File: src/rtl/minisys_pkg.sv
// Shared Minisys register-file widths and the write-port arbiter state encoding.
package minisys_pkg;

   localparam int REG_ADDR_W = 5;
   localparam int DATA_W     = 32;
   localparam logic [REG_ADDR_W-1:0] REG_ZERO = 5'd0;

   typedef enum logic [1:0] {
      IDLE  = 2'd0,
      WAIT  = 2'd1,
      FORCE = 2'd2
   } arb_state_t;

endpackage

File: src/rtl/wb_port_arbiter.sv
// Shares the register file write port between pipeline writeback and the long unit,
// with a bounded wait so the long unit cannot be starved.
//
// state | meaning
// IDLE  | no long result losing arbitration; wb has priority
// WAIT  | long result lost at least once; wait_cnt counts consecutive losses
// FORCE | wb frozen this cycle, long result written unconditionally
module wb_port_arbiter
   import minisys_pkg::*;
#(
   parameter int LU_MAX_WAIT = 4
) (
   input  logic                  clk,
   input  logic                  rst_n,
   input  logic                  wb_req,
   input  logic [REG_ADDR_W-1:0] wb_addr,
   input  logic [DATA_W-1:0]     wb_data,
   input  logic                  lu_req,
   input  logic [REG_ADDR_W-1:0] lu_addr,
   input  logic [DATA_W-1:0]     lu_data,
   output logic                  wb_hold,
   output logic                  lu_ack,
   output logic                  rf_we,
   output logic [REG_ADDR_W-1:0] rf_waddr,
   output logic [DATA_W-1:0]     rf_wdata
);

   localparam logic [3:0] MAX_W = 4'(LU_MAX_WAIT);

   arb_state_t state, next_state;
   logic [3:0] wait_cnt, wait_nxt;
   logic       grant_wb, grant_lu;

   always_ff @(posedge clk or negedge rst_n) begin
      if (!rst_n) begin
         state    <= IDLE;
         wait_cnt <= 4'd0;
      end else begin
         state    <= next_state;
         wait_cnt <= wait_nxt;
      end
   end

   always_comb begin
      next_state = state;
      wait_nxt   = wait_cnt;
      case (state)
         IDLE: begin
            if (lu_req && wb_req) begin
               wait_nxt   = 4'd1;
               next_state = (MAX_W <= 4'd1) ? FORCE : WAIT;
            end
         end
         WAIT: begin
            // A dropped lu_req is a protocol violation; recover to a clean IDLE.
            if (!lu_req || !wb_req) begin
               next_state = IDLE;
               wait_nxt   = 4'd0;
            end else begin
               wait_nxt = wait_cnt + 4'd1;
               if (wait_nxt >= MAX_W)
                  next_state = FORCE;
            end
         end
         FORCE: begin
            next_state = IDLE;
            wait_nxt   = 4'd0;
         end
         default: begin
            next_state = IDLE;
            wait_nxt   = 4'd0;
         end
      endcase
   end

   always_comb begin
      wb_hold  = 1'b0;
      grant_wb = 1'b0;
      grant_lu = 1'b0;
      case (state)
         FORCE: begin
            wb_hold  = 1'b1;
            grant_lu = lu_req;
         end
         default: begin
            grant_wb = wb_req;
            grant_lu = lu_req && !wb_req;
         end
      endcase
   end

   always_comb begin
      rf_waddr = REG_ZERO;
      rf_wdata = '0;
      if (grant_lu) begin
         rf_waddr = lu_addr;
         rf_wdata = lu_data;
      end else if (grant_wb) begin
         rf_waddr = wb_addr;
         rf_wdata = wb_data;
      end
   end

   assign lu_ack = grant_lu;
   assign rf_we  = (grant_lu || grant_wb) && (rf_waddr != REG_ZERO);

endmodule

File: src/rtl/regfile_wb_scheduler.sv
// Writeback scheduler: scoreboard of long-op destinations, outstanding-op counter,
// issue hazard stall and the shared register file write port.
module regfile_wb_scheduler
   import minisys_pkg::*;
#(
   parameter int LU_MAX_WAIT     = 4,
   parameter int MAX_OUTSTANDING = 4
) (
   input  logic                  clk,
   input  logic                  rst_n,
   input  logic                  issue_valid,
   input  logic [REG_ADDR_W-1:0] issue_rs,
   input  logic [REG_ADDR_W-1:0] issue_rt,
   input  logic [REG_ADDR_W-1:0] issue_dst,
   input  logic                  issue_long,
   output logic                  issue_stall,
   input  logic                  wb_req,
   input  logic [REG_ADDR_W-1:0] wb_addr,
   input  logic [DATA_W-1:0]     wb_data,
   output logic                  wb_hold,
   input  logic                  lu_req,
   input  logic [REG_ADDR_W-1:0] lu_addr,
   input  logic [DATA_W-1:0]     lu_data,
   output logic                  lu_ack,
   output logic                  rf_we,
   output logic [REG_ADDR_W-1:0] rf_waddr,
   output logic [DATA_W-1:0]     rf_wdata,
   output logic                  sb_err
);

   localparam int CNT_W = $clog2(MAX_OUTSTANDING + 1);
   localparam logic [CNT_W-1:0] CNT_MAX = CNT_W'(MAX_OUTSTANDING);

   logic [31:0]      pending, pending_nxt;
   logic [CNT_W-1:0] outstanding;
   logic             accept_long, cnt_inc, cnt_dec, underflow, ack_err;

   wb_port_arbiter #(.LU_MAX_WAIT(LU_MAX_WAIT)) u_arb (
      .clk      (clk),
      .rst_n    (rst_n),
      .wb_req   (wb_req),
      .wb_addr  (wb_addr),
      .wb_data  (wb_data),
      .lu_req   (lu_req),
      .lu_addr  (lu_addr),
      .lu_data  (lu_data),
      .wb_hold  (wb_hold),
      .lu_ack   (lu_ack),
      .rf_we    (rf_we),
      .rf_waddr (rf_waddr),
      .rf_wdata (rf_wdata)
   );

   // No bypass: a register cleared this cycle still stalls until the next one.
   assign issue_stall = issue_valid &&
                        (pending[issue_rs] || pending[issue_rt] || pending[issue_dst] ||
                         (issue_long && outstanding == CNT_MAX));

   assign accept_long = issue_valid && !issue_stall && issue_long;
   assign cnt_inc     = accept_long;
   assign cnt_dec     = lu_ack;
   assign underflow   = cnt_dec && !cnt_inc && (outstanding == '0);
   assign ack_err     = lu_ack && (lu_addr != REG_ZERO) && !pending[lu_addr];

   always_comb begin
      pending_nxt = pending;
      if (lu_ack)
         pending_nxt[lu_addr] = 1'b0;
      if (accept_long && issue_dst != REG_ZERO)
         pending_nxt[issue_dst] = 1'b1;
      pending_nxt[0] = 1'b0;
   end

   always_ff @(posedge clk or negedge rst_n) begin
      if (!rst_n) begin
         pending     <= '0;
         outstanding <= '0;
         sb_err      <= 1'b0;
      end else begin
         pending <= pending_nxt;
         if (cnt_inc && !cnt_dec)
            outstanding <= outstanding + 1'b1;
         else if (cnt_dec && !cnt_inc && outstanding != '0)
            outstanding <= outstanding - 1'b1;
         if (underflow || ack_err)
            sb_err <= 1'b1;
      end
   end

endmodule
File: config.mk
export PLATFORM = sky130hd
export DESIGN_NAME = regfile_wb_scheduler
export DESIGN_NICKNAME = d
export VERILOG_FILES = /design/src/rtl/minisys_pkg.sv /design/src/rtl/wb_port_arbiter.sv /design/src/rtl/regfile_wb_scheduler.sv
export SDC_FILE = /design/constraint.sdc
export NUM_CORES = 1
export LEC_CHECK = 0
export ABC_AREA = 1
export BUFFER_PORTS_ARGS = -buffer_cell sky130_fd_sc_hd__buf_2
export CORE_MARGIN = 4
export CORE_UTILIZATION = 45
export CTS_CLUSTER_SIZE = 16
export DETAILED_ROUTE_END_ITERATION = 7
export PLACE_DENSITY = 0.72
export SYNTH_ARGS = -nofsm -noshare
export SYNTH_HDL_FRONTEND = slang
export SYNTH_SLANG_ARGS = --single-unit
File: constraint.sdc
create_clock -name clk -period 3.5 [get_ports clk]
set_input_delay 0.7 -clock clk [delete_from_list [all_inputs] [get_ports clk]]
set_output_delay 0.7 -clock clk [all_outputs]
set_load 0.01 [all_outputs]
# After elaboration in Yosys (flattened, before gate mapping)
# Cells that the tools add are included.
# Widths: inputs -> output; s select.
# word_totals
reg_bits	41
input_bits	95
out_inout_bits	42
wordCells	89
# op_classes
n_addsub	3
order_cmp	7
n_eq_ne	5
muxes	30
bitwise_logic	3
n_reduce_logical	36
# op_table
operator	count
$mux 32	4
$and 32x32->32	1
$not 32->32	1
$or 32x32->32	1
$lt 5x6->1 const B	4
$bmux 1 s5	4
$logic_and 1x1->1	16
$reduce_bool 5->1	3
$demux 1 s5	2
$ge 5x1->1 const B	2
$mux 5	2
$mux 1	9
$mux 4	2
$pmux 4 s2	1
$logic_not 1->1	6
$logic_or 1x1->1	6
$mux 2	3
$mux 3	2
$add 4x1->4 const B	1
$ge 4x3->1 const B	1
$pmux 2 s2	1
$add 3x1->3 const B	1
$eq 3x3->1 const B	1
$logic_not 3->1	1
9 further kinds	9

# Longest topological paths before layout
# depth
depth_word	14
mapped_depth	21
mapped_depth_nobuf	19

# By module
# A second synthesis with hierarchy kept.
# hier_totals
hier_cells	622
hier_area_um2	3918.8
# by_module_without_submodules
module	instances	cells_per_inst	area_each_um2	seq_area_each_um2
regfile_wb_scheduler	1	528	3140.5	875.8
wb_port_arbiter	1	94	778.2	150.1

# Least setup slack after synthesis
# OpenSTA, ideal clock, no wires.
# synth_timing
path_type	input to register
start	in issue_rt[0]
end	reg outstanding[2]
setup_time_ns	0.116
arrival_time_ns	2.513
required_time_ns	3.384
path_slack_ns	0.870
path_stages	19
path_buffers	2
path_cell_list	buf_2 > inv_2 > buf_2 > nand2_1 > nand3_1 > nand3_1 > nand3_1 > nand2_1 > nand2_1 > nand2_1 > nor2_2 > nand3_2 > inv_2 > nand2_2 > fa_1 > o21ai_1 > nand2_1 > nand2_1 > nand2_1
# synth_between
elab_chain_cells	13
elab_cells_between_ends	15
cone_classes	3 x mux; 12 x reduce/logical
# synth_rtl
element	line	source
start: declaration	regfile_wb_scheduler.sv:13	input logic [REG_ADDR_W-1:0] issue_rt,
$bmux 1 s5 *	regfile_wb_scheduler.sv:56	(pending[issue_rs] || pending[issue_rt] || pending[issue_dst] ||
$mux 1 (implied by the code) *	regfile_wb_scheduler.sv:56	
$logic_or 1x1->1 * (3 in series)	regfile_wb_scheduler.sv:56	
$logic_and 1x1->1 *	regfile_wb_scheduler.sv:55	assign issue_stall = issue_valid &&
$logic_not 1->1 *	regfile_wb_scheduler.sv:59	assign accept_long = issue_valid && !issue_stall && issue_long;
$logic_and 1x1->1 * (2 in series)	regfile_wb_scheduler.sv:59	
$logic_not 1->1	regfile_wb_scheduler.sv:83	else if (cnt_dec && !cnt_inc && outstanding != '0)
$logic_and 1x1->1 (2 in series)	regfile_wb_scheduler.sv:83	
$reduce_bool 2->1 (no source line)	n/a	
end signal: assignment	regfile_wb_scheduler.sv:82	outstanding <= outstanding + 1'b1;
end signal: assignment	regfile_wb_scheduler.sv:84	outstanding <= outstanding - 1'b1;
end: declaration	regfile_wb_scheduler.sv:35	logic [CNT_W-1:0] outstanding;
# Every way passes the cells marked *; elsewhere a longest branch is shown, timed or not. The select of a mux whose other input is x is not followed.
# A chain may end at the register's enable or synchronous reset.

# Worst setup path in the final report
# layout_timing
start	reg u_arb.state[0]
end	out rf_wdata[1]
# layout_between
elab_chain_cells	4
elab_cells_between_ends	5
cone_classes	1 x eq/ne; 4 x mux
# layout_rtl
element	line	source
start: declaration	wb_port_arbiter.sv:30	arb_state_t state, next_state;
start signal: assignment	wb_port_arbiter.sv:39	state <= next_state;
$eq 2x2->1 *	wb_port_arbiter.sv:80	case (state)
$mux 1	wb_port_arbiter.sv:80	
$mux 32	wb_port_arbiter.sv:98	end else if (grant_wb) begin
$mux 32 *	wb_port_arbiter.sv:95	if (grant_lu) begin
end: declaration	regfile_wb_scheduler.sv:27	output logic [DATA_W-1:0] rf_wdata,
# Every way passes the cells marked *; elsewhere a longest branch is shown, timed or not.

==> metrics.md <==
| Metric | Value |
|---|---|
| Run status | finished, final reports clean |
| CP top delay family | buffers and inverters |
| Dpl cell area | approximately 4500 sq um |
| Clk slew on worst S/H paths | 0.08 ns |
| Min-Delay Path Class | register to register |
| CP bufs+invs | 3 |
| RSZ-0062 raised after global routing | no |
| Flop pwr share | 41.2% |
| Final period util | 85.7% |
| CTS Hold Bufs | 0 |
| Setup violators final | 0 |
| Least-Margin Pin Slew | a little over 0.9 ns |
| Final nets | 868 |
| Post-synth EDFFs | 0 |
| Area leader, netlist | dfrtp_1 |
| Power per cell area | roughly 380 nW/um^2 |
| Pint | approximately 0.98 mW |
| Peak supply drop | 0.359 mV |
| CTS root buffer | clkbuf_8 |
| Later-pin clock latency in the skew report | 0.29 ns |
| Syn_area_per_cell | between 5 and 6 sq um |
| CP peak stage delay | approximately 0.7 ns |
| GRT Total Usage | 27.3% |
| DRT iter0 DRCs | 357 |
| Register area share after synthesis | 27.3% |
| Gr ovfl total | 0 |
| Clock power frac | 17.4% |
| Core ar. | 8180 sq um |
| Vias per cell | between 5 and 6 |
| Crit Path Max Fanout | 29 |
| Fraction of registers with async set/reset | between 90% and 100% |
| Crit start category | register |
| Initial antenna violation count | 0 |
| TNS Setup | 0 ns |
| IO buf count | 136 |
| Crit path max-delay cell type | inv_1 |
| Hold WS | 0.489 ns |
| RePlAce Congestion | 1.09 |
| Post-DP HPWL | 11000 um |
| Total number of vias | 4764 |
| Synth-to-Final Area Change | 21.8% |
| WP data required | ~2.8 ns |
| Max cap viols | 0 |
| Worst path cell trace | o21ai_2 > nand2_1 > inv_1 > buf_4 > nand2_1 > o21ai_0 > buf_2 |
| Routed met3 length | 1510 um |
| H-tree levels | 2 |
| Fmax | 333 MHz |
| Std cell rows | 33 |
| Switching Power | 0.771 mW |
| Clock sinks | 41 |
| Post-route insts no fill | 877 |
| Yosys top cell area share | 27.3% |
| Synth Register Bits | 41 |
| Main synth FF type | dfrtp_1 |
| Finished Cell Area | 4580 sq um |
| Worst-case clock buffer depth | 2 |
| Worst setup EP type | output port |
| DRT Pass-1 Iters | 6 |
| Max-Slew Margin vs Limit | 38.7% |
| Die X | 99.4 um |
| Top cells by area, synth | dfrtp_1, nand2_1, o21ai_0, inv_1, nand3_1 |
| Post-Synthesis Cells | 645 |
| Fin crit period | 3.00 ns |
| Hold Violations, Final | 0 |
| # IOs | about 140 |
| Routed wl met2 | 6240 um |
| Slew Limit Fails | 0 |
| Crit path kind | register to output port |
| Antenna Cells | 0 |
| TritonCTS clock tree | built |
| Sw Share | between 40% and 50% |
| Max layer used | met4 |
| Synth cell types | 34 |
| Share of cells above drive strength 1 | 21.5% |
| Routed WL per cell | roughly 16 um |
| DRC Markers | 0 |
| Comb pwr share | 41.4% |
| Largest net degree at the start of global routing | 42 |
| Most frequent cells after synthesis | nand2_1, inv_1, o21ai_0, nand3_1, dfrtp_1 |
| Static leakage | 2.55 nW |
| CTS buffer count | 5 |
| CP dominant cell by count | nand2_1 |
| Netlist Area Pre-Place | between 3000 and 4000 sq um |
| Post-CTS sizing | 0 |
| Die area | 9880 sq um |
| DIE HEIGHT | 99.4 um |
| Synth Net Count | 742 |
| Ys Warns | 0 |
| Clock skew after layout | 0.00925 ns |
| Residual antenna-violating net count after detailed routing | 0 |
| Drt total wl | 13900 um |
| Post-CTS Setup Bufs | 0 |
| Vias in the first global route | about 4300 |
| First-pass GRT wire length | 21800 um |
| Most frequent cell after synthesis | nand2_1 |
| DRT met1 WL | 5760 um |
| DP Cell Count | ~870 |
| Starting Density | 46.0% |
| Arrival @ worst endpoint | 2.30 ns |
-- metrics by stage --
| stage | utilization (%) | setup WS, ns | total power [mW] |
|---|---|---|---|
| floorplan | - | 0.870 | 1.14 |
| global placement | 54.9 | 0.514 | 1.43 |
| detailed placement | 54.9 | 0.526 | 1.43 |
| CTS | 56.0 | 0.518 | 1.74 |
| global route | 56.0 | 0.250 | 1.89 |
| finish | 56.0 | 0.500 | 1.75 |
-- cell type report --
class | count | area [sq um]
fill | 861 | 3600
multi-input combinational | 477 | 2210
sequential | 41 | 1030
timing repair buffer | 143 | 733
inverter | 103 | 387
tap | 105 | 131
clock buffer | 5 | 68.8
clock inverter | 3 | 17.5
-- state kept, by name, summed over array words and instances (netlist names) --
signal / flops
u_arb.wait_cnt: 4
outstanding: 3
pending: 31
sb_err: 1
u_arb.state: 2
-- worst reg2reg max path, stage by stage (launching register included) --
cell and delay, ns:
dfrtp_1 0.43, o21ai_2 0.16, nand2_1 0.19, inv_1 0.68, buf_4 0.29, nand3_1 0.31
o21ai_0 0.34, nand2_1 0.08
-- final timing paths --
path / to / startpoint / slack, ns / cells past startpoint
worst max-delay path: rf_wdata[1] / u_arb.state[0] / 0.50 / 7
worst min-delay path: u_arb.wait_cnt[0] / u_arb.state[1] / 0.49 / 1
worst max register to register: pending[9] / u_arb.state[0] / 0.90 / 7
worst min register to register: u_arb.wait_cnt[0] / u_arb.state[1] / 0.49 / 1
max in group asynchronous: u_arb.wait_cnt[3] / rst_n / 2.39 / 1
min in group asynchronous: pending[6] / rst_n / 0.54 / 1
-- placed cells by master (no fill, tap or decap), drive strengths merged --
cell type / n
fa: 1
nor2: 27
nand3: 63
and3: 1
a31oi: 1
clkinvlp: 1
or2: 1
nand4: 25
inv: 103
xnor2: 1
a32o: 1
buf: 143
nand2: 222
o211ai: 6
a211oi: 1
ha: 1
nor3: 18
a22oi: 2
a21boi: 1
a21oi: 4
o21ai: 86
clkinv: 2
nand3b: 1
o22ai: 11
o2111ai: 2
dfrtp: 41
clkbuf: 5
xor2: 1
-- metal layers --
metal | up-vias | track usage, %
li1 | 2345 | -
met2 | 270 | 42.7
met3 | 34 | 5.61
met5 | - | 0
met1 | 2115 | 37.5
met4 | 0 | 9.66
-- power groups by stage --
| stage | clock, mW | combinational [mW] | sequential [mW] |
|---|---|---|---|
| after floorplan | 0 | 0.480 | 0.660 |
| after global placement | 0 | 0.703 | 0.722 |
| after detailed placement | 0 | 0.712 | 0.720 |
| after CTS | 0.315 | 0.718 | 0.711 |
| after global routing | 0.334 | 0.819 | 0.732 |
| final | 0.305 | 0.726 | 0.722 |
-- kinds of logic (layout without fill, tap and decap cells) --
family                     count (synthesis)  in the layout  share of synthesized area, %
and+or+nand+nor                          358            358                          40.7
buffers and inverters                    127            254                          13.9
AOI/OAI and AO/OA                        115            115                          16.7
DFF                                       41             41                          27.3
adders and majority gates                  2              2                         0.865
xor gates and xnor gates                   2              2                         0.466
Power figures use the tool's default switching activity.
